`config.mk`:
```
export PLATFORM = sky130hd
export DESIGN_NAME = dispatch_stage_flat
export DESIGN_NICKNAME = d
export VERILOG_FILES = /design/src/rtl/dispatch_stage_pkg.sv /design/src/rtl/dispatch_stage_if.sv /design/src/rtl/dispatch_stage_busy_table.sv /design/src/rtl/dispatch_stage.sv /design/src/flat_wrapper.sv
export SDC_FILE = /design/constraint.sdc
export NUM_CORES = 1
export LEC_CHECK = 0
export CAP_MARGIN = 20
export CELL_PAD_IN_SITES_DETAIL_PLACEMENT = 2
export CELL_PAD_IN_SITES_GLOBAL_PLACEMENT = 2
export CORE_ASPECT_RATIO = 2
export CORE_UTILIZATION = 30
export DETAILED_ROUTE_END_ITERATION = 16
export PLACE_DENSITY = 0.84
export SLEW_MARGIN = 20
export SYNTH_ARGS = -nofsm -noshare
export SYNTH_HDL_FRONTEND = slang
export SYNTH_SLANG_ARGS = --single-unit
```
`constraint.sdc`:
```
create_clock -name clk -period 4.7 [get_ports clk]
set_input_delay 0.705 -clock clk [delete_from_list [all_inputs] [get_ports clk]]
set_output_delay 0.705 -clock clk [all_outputs]
set_load 0.05 [all_outputs]
```
`src/rtl/dispatch_stage_pkg.sv`:
```
// pipeline_types: shared rename/dispatch packet types and physical-tag constants
package pipeline_types;
  localparam int PHYS_TAG_W = 6;
  localparam int ROB_TAG_W = 5;
  typedef logic [PHYS_TAG_W-1:0] phys_tag_t;
  localparam phys_tag_t P_ZERO = '0;
  typedef enum logic [3:0] {
    ALU_ADD, ALU_SUB, ALU_AND, ALU_OR, ALU_XOR,
    ALU_SLL, ALU_SRL, ALU_SRA, ALU_SLT, ALU_SLTU
  } alu_op_t;
  typedef struct packed {
    logic [31:0]          pc;
    logic [31:0]          imm;
    alu_op_t              alu_op;
    logic                 alu_src;
    phys_tag_t            rs1_p;
    phys_tag_t            rs2_p;
    phys_tag_t            rd_p;
    logic [ROB_TAG_W-1:0] rob_tag;
  } rs_issue_packet_t;
endpackage

```
`src/rtl/dispatch_stage_if.sv`:
```
// dispatch_stage_if: rename-side handshake, RS write port, CDB snoop and stall counter
interface dispatch_stage_if import pipeline_types::*; #(parameter int CNT_W = 32);
  logic             in_valid;
  logic             in_ready;
  rs_issue_packet_t in_packet;
  logic             in_rd_write;
  logic             rs_full;
  logic             rs_write_en;
  rs_issue_packet_t rs_write_data;
  logic             rs_src1_ready;
  logic             rs_src2_ready;
  logic             cdb_valid;
  phys_tag_t        cdb_tag;
  logic [CNT_W-1:0] stall_cycles;
  modport master (
    output in_valid, in_packet, in_rd_write, rs_full, cdb_valid, cdb_tag,
    input  in_ready, rs_write_en, rs_write_data, rs_src1_ready, rs_src2_ready, stall_cycles
  );
  modport slave (
    input  in_valid, in_packet, in_rd_write, rs_full, cdb_valid, cdb_tag,
    output in_ready, rs_write_en, rs_write_data, rs_src1_ready, rs_src2_ready, stall_cycles
  );
endinterface

```
`src/rtl/dispatch_stage_busy_table.sv`:
```
// busy_table: physical-register busy bits with one set port, one clear port and CDB-bypassed reads
module busy_table import pipeline_types::*; #(
  parameter int N_PHYS = 64
) (
  input  logic      clk,
  input  logic      reset,
  input  logic      set_en,
  input  phys_tag_t set_tag,
  input  logic      clr_en,
  input  phys_tag_t clr_tag,
  input  phys_tag_t rd1_tag,
  input  phys_tag_t rd2_tag,
  output logic      rd1_ready,
  output logic      rd2_ready
);
  logic [N_PHYS-1:0] busy, busy_n;
  always_comb begin
    busy_n = '0;
    for (int i = 1; i < N_PHYS; i++)
      busy_n[i] = (set_en && set_tag == phys_tag_t'(i)) ? 1'b1 :
                  (clr_en && clr_tag == phys_tag_t'(i)) ? 1'b0 : busy[i];
  end
  always_ff @(posedge clk) busy <= reset ? busy_n : '0;
  assign rd1_ready = !busy[rd1_tag] || (clr_en && clr_tag == rd1_tag);
  assign rd2_ready = !busy[rd2_tag] || (clr_en && clr_tag == rd2_tag);
endmodule

```
`src/rtl/dispatch_stage.sv`:
```
// dispatch_stage: one-entry rename-to-RS pipeline register with busy-table operand readiness
module dispatch_stage import pipeline_types::*; #(
  parameter int N_PHYS = 64,
  parameter int CNT_W  = 32
) (
  input logic             clk,
  input logic             reset,
  dispatch_stage_if.slave bus
);
  logic             buf_valid;
  logic             buf_rd_write;
  rs_issue_packet_t buf_pkt;
  logic [CNT_W-1:0] stall_cnt;
  logic             rs_fire, accept, src1, src2;
  assign rs_fire           = reset && buf_valid && !bus.rs_full;
  assign bus.in_ready      = reset && (!buf_valid || rs_fire);
  assign accept            = bus.in_valid && bus.in_ready;
  assign bus.rs_write_en   = rs_fire;
  assign bus.rs_write_data = buf_pkt;
  assign bus.rs_src1_ready = !reset || src1;
  assign bus.rs_src2_ready = !reset || buf_pkt.alu_src || src2;
  assign bus.stall_cycles  = stall_cnt;
  always_ff @(posedge clk) begin
    if (!reset) begin
      buf_valid <= 1'b0;
      stall_cnt <= '0;
    end else begin
      buf_valid <= accept || (buf_valid && !rs_fire);
      if (buf_valid && bus.rs_full && !(&stall_cnt)) stall_cnt <= stall_cnt + 1'b1;
    end
  end
  always_ff @(posedge clk) begin
    if (accept) begin
      buf_pkt      <= bus.in_packet;
      buf_rd_write <= bus.in_rd_write;
    end
  end
  busy_table #(.N_PHYS(N_PHYS)) u_busy (
    .clk       (clk),
    .reset     (reset),
    .set_en    (rs_fire && buf_rd_write),
    .set_tag   (buf_pkt.rd_p),
    .clr_en    (bus.cdb_valid),
    .clr_tag   (bus.cdb_tag),
    .rd1_tag   (buf_pkt.rs1_p),
    .rd2_tag   (buf_pkt.rs2_p),
    .rd1_ready (src1),
    .rd2_ready (src2)
  );
endmodule

```
`src/flat_wrapper.sv`:
```
// flat-port wrapper written by rule: the top's interface ports become plain ports
module dispatch_stage_flat import pipeline_types::*;
#(
  parameter int N_PHYS = 64,
  parameter int CNT_W  = 32
)
  (clk, reset, bus_in_valid, bus_in_packet, bus_in_rd_write, bus_rs_full, bus_cdb_valid, bus_cdb_tag, bus_in_ready, bus_rs_write_en, bus_rs_write_data, bus_rs_src1_ready, bus_rs_src2_ready, bus_stall_cycles);
  dispatch_stage_if #(.CNT_W(CNT_W)) bus_i ();
  input logic clk;
  input logic reset;
  input wire logic [$bits(bus_i.in_valid)-1:0] bus_in_valid;
  input wire logic [$bits(bus_i.in_packet)-1:0] bus_in_packet;
  input wire logic [$bits(bus_i.in_rd_write)-1:0] bus_in_rd_write;
  input wire logic [$bits(bus_i.rs_full)-1:0] bus_rs_full;
  input wire logic [$bits(bus_i.cdb_valid)-1:0] bus_cdb_valid;
  input wire logic [$bits(bus_i.cdb_tag)-1:0] bus_cdb_tag;
  output wire logic [$bits(bus_i.in_ready)-1:0] bus_in_ready;
  output wire logic [$bits(bus_i.rs_write_en)-1:0] bus_rs_write_en;
  output wire logic [$bits(bus_i.rs_write_data)-1:0] bus_rs_write_data;
  output wire logic [$bits(bus_i.rs_src1_ready)-1:0] bus_rs_src1_ready;
  output wire logic [$bits(bus_i.rs_src2_ready)-1:0] bus_rs_src2_ready;
  output wire logic [$bits(bus_i.stall_cycles)-1:0] bus_stall_cycles;
  assign bus_i.in_valid = bus_in_valid;
  assign bus_i.in_packet = bus_in_packet;
  assign bus_i.in_rd_write = bus_in_rd_write;
  assign bus_i.rs_full = bus_rs_full;
  assign bus_i.cdb_valid = bus_cdb_valid;
  assign bus_i.cdb_tag = bus_cdb_tag;
  assign bus_in_ready = bus_i.in_ready;
  assign bus_rs_write_en = bus_i.rs_write_en;
  assign bus_rs_write_data = bus_i.rs_write_data;
  assign bus_rs_src1_ready = bus_i.rs_src1_ready;
  assign bus_rs_src2_ready = bus_i.rs_src2_ready;
  assign bus_stall_cycles = bus_i.stall_cycles;
  dispatch_stage #(.N_PHYS(N_PHYS), .CNT_W(CNT_W)) u_core (.clk(clk), .reset(reset), .bus(bus_i));
endmodule
```
======== After elaboration in Yosys (flattened, before gate mapping) ========
Index checks and enable logic that the tools add are counted.
word-level totals
  register bits after elaboration ......... 189
  bits of input ports ..................... 104
  output and inout port bits .............. 128
  word-level logic and storage cells ...... 549
operators by class
  $add $sub $neg .......................... 1
  $lt $le $gt $ge ......................... 2
  eq/ne operators ......................... 128
  mux-type cells .......................... 130
  reductions and logical operators ........ 214
operator list
  cell                   count
  $eq 6x6->1 const B     64
  $eq 6x5->1 const B     32
  $logic_and 1x1->1      136
  $mux 1                 128
  $reduce_bool 2->1      63
  $eq 6x4->1 const B     16
  $eq 6x3->1 const B     8
  $add 32x1->32 const B  1
  $reduce_and 32->1      1
  $eq 6x2->1 const B     4
  $lt 6x7->1 const B     2
  $bmux 1 s6             2
  $eq 6x1->1 const B     2
  $eq 6x6->1             2
  $logic_not 1->1        7
  $logic_or 1x1->1       7

======== Logic depth before layout (Yosys ltp) ========
Gate-level depths: netlist of the first run.
  depth after elaboration ................. 6
  depth in mapped cells ................... 8
  mapped depth without buffers ............ 6

======== By module ========
A second synthesis of the first run with hierarchy kept.
unflattened totals
  cell total of the unflattened synthesis .. 748
  area total of the unflattened synthesis .. 8471.9 um^2
modules (own cells, without submodules)
  module          instances  cells an instance  area an instance (um^2)  seq. area each (um^2)
  dispatch_stage  1          305                4556.9                   3453.3
  busy_table      1          443                3915.0                   1261.2

======== Worst setup path before layout of the first run ========
Ideal clock, no wire load.
  kind .................................... flip-flop to output port
  start ................................... reg u_core.buf_pkt (netlist bit u_core.bus.rs_write_data[13])
  end ..................................... out bus_rs_src2_ready
  arrival time ............................ 3.141 ns
  data required time ...................... 3.995 ns
  setup slack ............................. 0.854 ns
  cell stages (with the launch flop) ...... 7
  buffers on the path ..................... 2
  path through ............................ edfxtp_1 buf_2 buf_2 mux4_2 mux2_2 mux4_2 o2111ai_1
on the way
  word-level cells in the longest chain between the ends .. 5
  elaborated cells between the ends (all ways) .. 7
  those cells by class .................... 1 x eq/ne; 2 x mux; 4 x reduce/logical
ends and longest elaborated chain
  item                          RTL line                         RTL
  start: declaration            dispatch_stage.sv:12             rs_issue_packet_t buf_pkt;
  start signal: assignment      dispatch_stage.sv:34             buf_pkt <= bus.in_packet;
  $bmux 1 s6                    dispatch_stage_busy_table.sv:25  assign rd2_ready = !busy[rd2_tag] || (clr_en && clr_tag == rd2_tag);
  $mux 1 (implied by the code)  dispatch_stage_busy_table.sv:25
  $logic_not 1->1               dispatch_stage_busy_table.sv:25
  $logic_or 1x1->1 *            dispatch_stage_busy_table.sv:25
  $logic_or 1x1->1 *            dispatch_stage.sv:21             assign bus.rs_src2_ready = !reset || buf_pkt.alu_src || src2;
  end: declaration              flat_wrapper.sv:21               output wire logic [$bits(bus_i.rs_src2_ready)-1:0] bus_rs_src2_ready;
Every way passes the cells marked *; elsewhere a longest branch is shown, timed or not. The select of a mux whose other input is x is not followed.

======== Final worst setup path of the first run ========
Ends and elaborated chain as after synthesis.

==> impl_metrics.py, run 1 <==
metrics = {
    "run_status": {
        "status": "completed",
    },
    "power": {
        "pwr-share-clk_pct": 40.0,
        "seq_power_share_pct": 49.0,
        "p_sw_share_pct": 28.02,
        "power_per_cell_area_mw_per_mm2": 319.8,
        "irDropWorstVdd_mv": 0.3244,
        "switchingPower_uw": 1029,
        "p_leak_uw": 0.003693,
        "comb_power_share_pct": 11.0,
        "p_int_uw": 2643,
    },
    "clock_tree": {
        "post_cts.repair.setup_buffers": 0,
        "clock_path_buffers": 2,
        "cts_htree_levels": 4,
        "worstSkewPairLatency_ns": 0.46,
        "cts-root-buf": "clkbuf_16",
        "cts_sinks": 189,
        "cts_tree": "done",
        "cts_buffers": 17,
        "path_clk_slew_ns": 0.08,
        "ctsHoldBuffers": 0,
        "ctsResizeCount": 0,
    },
    "timing": {
        "fmax_mhz": 224.5,
        "worstMarginPinSlew_ns": 0.9693,
        "rsz0062_at_grt": "false",
        "worst_slack_ns": 0.2461,
        "skew_ns": 0.01559,
        "timing.final.crit_share_pct": 94.76,
        "fin_hold_ws_ns": 0.5067,
        "drv_slew": 0,
        "hold_viol": 0,
        "fin_crit_ns": 4.454,
        "tns_ns": 0,
        "relSlewSlack_pct": 34.88,
        "setup-violations-final": 0,
    },
    "placement": {
        "gp_congestion": 0.9146,
        "port_buffers": 231,
        "place_ws_ns": 0.7453,
        "dp_cells": 1276,
        "dpl.hpwl_um": 24360,
    },
    "global_route": {
        "grt_pass1_vias": 8129,
        "grt_util_all_layers_pct": 23.98,
        "grt-busiest-layer": "met2",
        "grt_pass1_wl_um": 49050,
        "use_met2_pct": 46.69,
        "met3_usage_pct": 7.519,
        "antenna_found_initial": 0,
        "grt_overflow": 0,
        "met1_usage_pct": 20.55,
        "grt_max_degree": 51,
    },
    "critical_path": {
        "cp_slowest_cell": "edfxtp_1",
        "startpoint_type": "flip-flop",
        "path_buf_inv": 1,
        "crit_top_cell": "mux4_2",
        "critPathMaxFanout": 16,
        "worstSetupPathType": "flip-flop to primary output",
        "r2r_setup_slack_ns": 2.01,
        "crit_family": "multiplexers",
        "worstPathRequired_ns": 3.99,
        "cp.arrival_ns": 3.75,
        "max_stage_delay_ns": 0.89,
        "crit_chain": "mux4_2 -> mux2_2 -> mux4_2 -> o2111ai_1 -> clkdlybuf4s50_1",
        "endpoint_kind": "primary output",
    },
    "routing": {
        "viasPerCell": 5.490,
        "routed_wl_um": 32670,
        "drt-pass1-iter-count": 4,
        "avgRoutedWirePerCell_um": 24.97,
        "vias": 7181,
        "drc_errors": 0,
        "ant_nets": 0,
        "first_iter_violations": 212,
    },
    "floorplan": {
        "die_h_um": 236.0,
        "die-area_sq_mm": 0.02808,
        "row_count": 85,
        "dieWidth_um": 119.0,
        "core_area_sq_mm": 0.02691,
        "io_pins": 232,
        "start_util_pct": 30.52,
    },
    "worst_hold_path": {
        "min_path_type": "flip-flop to flip-flop",
    },
    "final_layout": {
        "drive_above_1_share_pct": 10.42,
        "seq_area_sq_mm": 0.004715,
        "nets": 1052,
        "stdcell_count": 1308,
        "mostFrequentLayoutCells": "231 x clkdlybuf4s50_1, 96 x dfxtp_1, 93 x edfxtp_1, 92 x nand2_1, 85 x a21oi_1",
        "multi_input_area_sq_mm": 0.003302,
        "n_antenna_cell": 0,
        "final_common_cell": "clkdlybuf4s50_1",
        "fillers": 2667,
        "syn_to_final_growth_pct": 39.79,
    },
    "synthesis": {
        "synth_nets": 829,
        "ys_seq_elements": 189,
        "synth-main-ff-cell": "dfxtp_1",
        "synth.yosys.seq_area_share_pct": 57.40,
        "synthCells": 724,
        "yosys_warnings": 0,
        "synth_area_sq_mm": 0.008213,
        "avgSynthCellArea_sq_um": 11.34,
        "ys_async_sr_fraction_pct": 0,
        "synth_cell_type_count": 56,
        "synth_edf_count": 93,
    },
    "job": {
        "max_cap_viol_count": 0,
    },
}
## worst paths after layout
path | from | to | cells past startpoint
worst min register to register | u_core.bus.stall_cycles[14]$_SDFFE_PN0P_ | u_core.bus.stall_cycles[14]$_SDFFE_PN0P_ | 2
worst max register to register | u_core.bus.stall_cycles[2]$_SDFFE_PN0P_ | u_core.bus.stall_cycles[1]$_SDFFE_PN0P_ | 5
worst max-delay path | u_core.bus.rs_write_data[13]$_DFFE_PP_ | bus_rs_src2_ready | 5
worst min-delay path | u_core.bus.stall_cycles[14]$_SDFFE_PN0P_ | u_core.bus.stall_cycles[14]$_SDFFE_PN0P_ | 2
## cells in the mapped netlist (3+ instances only)
| library cell | n | area share, % |
|---|---|---|
| o21ai_1 | 3 | 0.18 |
| nand4_1 | 11 | 0.84 |
| nand2b_1 | 10 | 0.76 |
| and3_1 | 5 | 0.38 |
| and4_1 | 3 | 0.32 |
| nor2_1 | 23 | 1.1 |
| xor2_1 | 10 | 1.1 |
| o31ai_1 | 8 | 0.73 |
| nor2b_1 | 5 | 0.38 |
| o21ai_0 | 74 | 4.5 |
| nand3_1 | 17 | 1.0 |
| a21oi_1 | 85 | 5.2 |
| nand2_1 | 92 | 4.2 |
| nor4_1 | 7 | 0.53 |
| nand3b_1 | 7 | 0.64 |
| or3_1 | 11 | 0.84 |
| buf_2 | 5 | 0.30 |
| mux2_2 | 12 | 1.6 |
| and2_1 | 4 | 0.30 |
| mux4_2 | 28 | 7.7 |
| dfxtp_1 | 96 | 23 |
| mux2i_1 | 12 | 1.5 |
| nor3b_1 | 4 | 0.37 |
| xnor2_1 | 8 | 0.85 |
| inv_1 | 6 | 0.27 |
| buf_1 | 3 | 0.14 |
| edfxtp_1 | 93 | 34 |
| or4_1 | 6 | 0.55 |
| clkbuf_1 | 28 | 1.3 |
| nor3_1 | 10 | 0.61 |
## flip-flops by register name, summed over array words and instances (netlist names)
name / flops
u_core.bus.rs_write_data: 92
u_core.u_busy.busy: 63
u_core.bus.stall_cycles: 32
u_core.buf_rd_write: 1
u_core.buf_valid: 1
## stage by stage
step                total power, uW  area, sq um  utilization [%]
floorplan                      2036         8213                -
global placement               2229        10900            40.50
CTS                            3711        11480            42.67
finish                         3671        11480            42.67
global route                   3788        11480            42.67
detailed placement             2241        10900            40.50
## cell families after synthesis
kind of cell | share of synthesized area (%)
muxes | 10.79
buffers and inverters | 2.453
AOI/OAI and AO/OA | 13.09
DFF | 57.40
adders and majority gates | 0.1523
and+or+nand+nor | 14.20
xor gates and xnor gates | 1.920
## per-layer routing
layer  vias to the layer above  share of wire [%]
met5                         -                  0
met4                         0                5.8
met3                       101                6.0
met2                       299                 57
met1                      3626                 32
li1                       3155                  -
## area by class of cell
| type | count | share of cell area (%) |
|---|---|---|
| repair buffers | 244 | 21.10 |
| clock buffers | 17 | 3.705 |
| clock inverters | 15 | 1.384 |
| multi-input cells | 489 | 28.76 |
| inverters | 6 | 0.1962 |
| flip-flops and latches | 189 | 41.06 |
| well taps | 348 | 3.793 |
## worst reg2reg max path, cell delays in order (launching register included)
cell     delay, ns
dfxtp_1       0.52
nand4_2       0.21
or4_4         0.61
o31ai_4       0.82
mux2i_1       0.31
nor2_1        0.08
## power groups by stage
| stage | clock (uW) | combinational (uW) | sequential (uW) |
|---|---|---|---|
| 2_1_floorplan | 0 | 94.2 | 1940 |
| 3_3_place_gp | 0 | 394 | 1830 |
| 3_5_place_dp | 0 | 403 | 1840 |
| 4_1_cts | 1500 | 405 | 1800 |
| 5_1_grt | 1570 | 418 | 1810 |
| 6_report | 1470 | 403 | 1800 |
No activity file was read; power rests on OpenSTA's default activity.
==> run 2, diff against run 1 <==
--- a/config.mk
+++ b/config.mk
@@ -11,6 +11,7 @@
 export CORE_ASPECT_RATIO = 2
 export CORE_UTILIZATION = 30
 export DETAILED_ROUTE_END_ITERATION = 16
+export GPL_ROUTABILITY_DRIVEN = 0
 export PLACE_DENSITY = 0.84
 export SLEW_MARGIN = 20
 export SYNTH_ARGS = -nofsm -noshare
==> constraint.sdc (replaced) <==
create_clock -name clk -period 4.2 [get_ports clk]
set_input_delay 0.63 -clock clk [delete_from_list [all_inputs] [get_ports clk]]
set_output_delay 0.63 -clock clk [all_outputs]
set_load 0.05 [all_outputs]
==> impl_metrics.py, run 2 (same netlist as run 1, synthesis figures left out) <==
metrics = {
    "routing": {
        "viasPerCell": 5.397,
        "routed_wl_um": 32070,
        "ant_nets": 0,
        "avgRoutedWirePerCell_um": 24.52,
        "vias": 7059,
        "first_iter_violations": 268,
        "drc_errors": 0,
        "drt-pass1-iter-count": 4,
    },
    "power": {
        "irDropWorstVdd_mv": 0.2772,
        "p_leak_uw": 0.003710,
        "power_per_cell_area_mw_per_mm2": 358.9,
    },
    "clock_tree": {
        "clock_path_buffers": 2,
        "post_cts.repair.setup_buffers": 0,
        "cts_sinks": 189,
        "worstSkewPairLatency_ns": 0.45,
        "cts_htree_levels": 4,
        "path_clk_slew_ns": 0.07,
        "cts_tree": "done",
        "cts-root-buf": "clkbuf_16",
        "ctsResizeCount": 0,
        "cts_buffers": 17,
        "ctsHoldBuffers": 0,
    },
    "floorplan": {
        "start_util_pct": 30.52,
        "io_pins": 232,
        "die_h_um": 236.0,
        "dieWidth_um": 119.0,
        "die-area_sq_mm": 0.02808,
        "row_count": 85,
        "core_area_sq_mm": 0.02691,
    },
    "global_route": {
        "grt_max_degree": 93,
        "grt_overflow": 0,
        "grt_util_all_layers_pct": 23.25,
        "grt_pass1_wl_um": 47920,
        "use_met2_pct": 44.70,
        "met3_usage_pct": 5.803,
        "grt_pass1_vias": 7998,
        "antenna_found_initial": 0,
        "met1_usage_pct": 20.28,
        "grt-busiest-layer": "met2",
    },
    "job": {
        "max_cap_viol_count": 0,
    },
    "timing": {
        "rsz0062_at_grt": "false",
        "drv_slew": 0,
        "hold_viol": 0,
        "skew_ns": 0.008229,
        "fmax_mhz": 255.3,
        "setup-violations-final": 0,
        "worstMarginPinSlew_ns": 1.054,
        "relSlewSlack_pct": 29.71,
        "tns_ns": 0,
        "fin_crit_ns": 3.917,
        "timing.final.crit_share_pct": 93.27,
    },
    "critical_path": {
        "crit_chain": "mux2_2 -> a2111oi_0 -> nor4_1 -> nor4_1 -> a211o_1 -> clkdlybuf4s50_1",
        "path_buf_inv": 1,
        "cp_slowest_cell": "clkdlybuf4s50_1",
        "critPathMaxFanout": 9,
        "cp.arrival_ns": 3.29,
        "endpoint_kind": "primary output",
        "r2r_setup_slack_ns": 1.44,
        "worstPathRequired_ns": 3.57,
        "crit_top_cell": "nor4_1",
        "worstSetupPathType": "flip-flop to primary output",
        "startpoint_type": "flip-flop",
        "max_stage_delay_ns": 0.80,
        "crit_family": "buffers and inverters",
    },
    "placement": {
        "port_buffers": 231,
        "dpl.hpwl_um": 24390,
    },
    "final_layout": {
        "drive_above_1_share_pct": 10.42,
        "final_common_cell": "clkdlybuf4s50_1",
        "mostFrequentLayoutCells": "230 x clkdlybuf4s50_1, 96 x dfxtp_1, 93 x edfxtp_1, 92 x nand2_1, 85 x a21oi_1",
        "largest_reg_flops": 92,
        "n_antenna_cell": 0,
        "nets": 1052,
        "syn_to_final_growth_pct": 39.94,
        "fin_util_pct": 42.72,
    },
    "run_status": {
        "status": "completed",
    },
    "worst_hold_path": {
        "min_path_type": "flip-flop to flip-flop",
    },
}
run 2: cell types whose count changed in the layout (fill, tap and decap cells not counted):
cell | before | now
inv_8 | 7 | 5
clkdlybuf4s50_1 | 231 | 230
inv_6 | 2 | 3
clkbuf_1 | 0 | 1
clkinvlp_4 | 4 | 1
bufinv_16 | 0 | 1
clkinv_4 | 0 | 2
buf_4 | 12 | 13
run 2: through the flow:
step                      instance area (sq um)  power, uW  hold WS [ns]  std cells  worst slack [ns]
after floorplan                            8213       2279        0.4601        724            0.4292
after global routing                      11490       4250        0.5300       1308            0.1316
after detailed placement                  10890       2507        0.4848       1276            0.7075
final                                     11490       4126        0.4902       1308            0.2827
after global placement                    10890       2494        0.4763       1276            0.7694
after CTS                                 11490       4180        0.4958       1308            0.2928
run 2: worst paths after layout:
check / from / to / cells after the start
setup / recovery: u_core.bus.rs_write_data[18]$_DFFE_PP_ / bus_rs_src1_ready / 6
setup reg to reg: u_core.bus.stall_cycles[6]$_SDFFE_PN0P_ / u_core.bus.stall_cycles[29]$_SDFFE_PN0P_ / 5
hold reg to reg: u_core.bus.stall_cycles[14]$_SDFFE_PN0P_ / u_core.bus.stall_cycles[14]$_SDFFE_PN0P_ / 2
hold / removal: u_core.bus.stall_cycles[14]$_SDFFE_PN0P_ / u_core.bus.stall_cycles[14]$_SDFFE_PN0P_ / 2
run 2: layer usage:
metal  vias to the layer above  share of wire (%)
met5                         -                  0
met4                         0                6.9
met3                        96                5.7
met2                       280                 56
met1                      3531                 31
li1                       3152                  -
run 2: where the power goes:
part           internal, uW  switching, uW  leakage, uW
Combinational           179            270      0.00178
Sequential             1980           33.1      0.00164
Clock                   855            810     0.000291
run 2: final cells by class:
cell class	count	area, sq um
fill	2722	15410
tap	348	435.4
inverter	6	22.52
sequential	189	4715
clock buffer	18	429.2
timing repair buffer	244	2420
multi-input combinational	489	3302
clock inverter	14	170.2
run 2: tightest hold or removal path, cell delays in order, from the launching register on:
cell and delay (ns):
dfxtp_1 0.33, nand2_1 0.06, mux2i_1 0.05
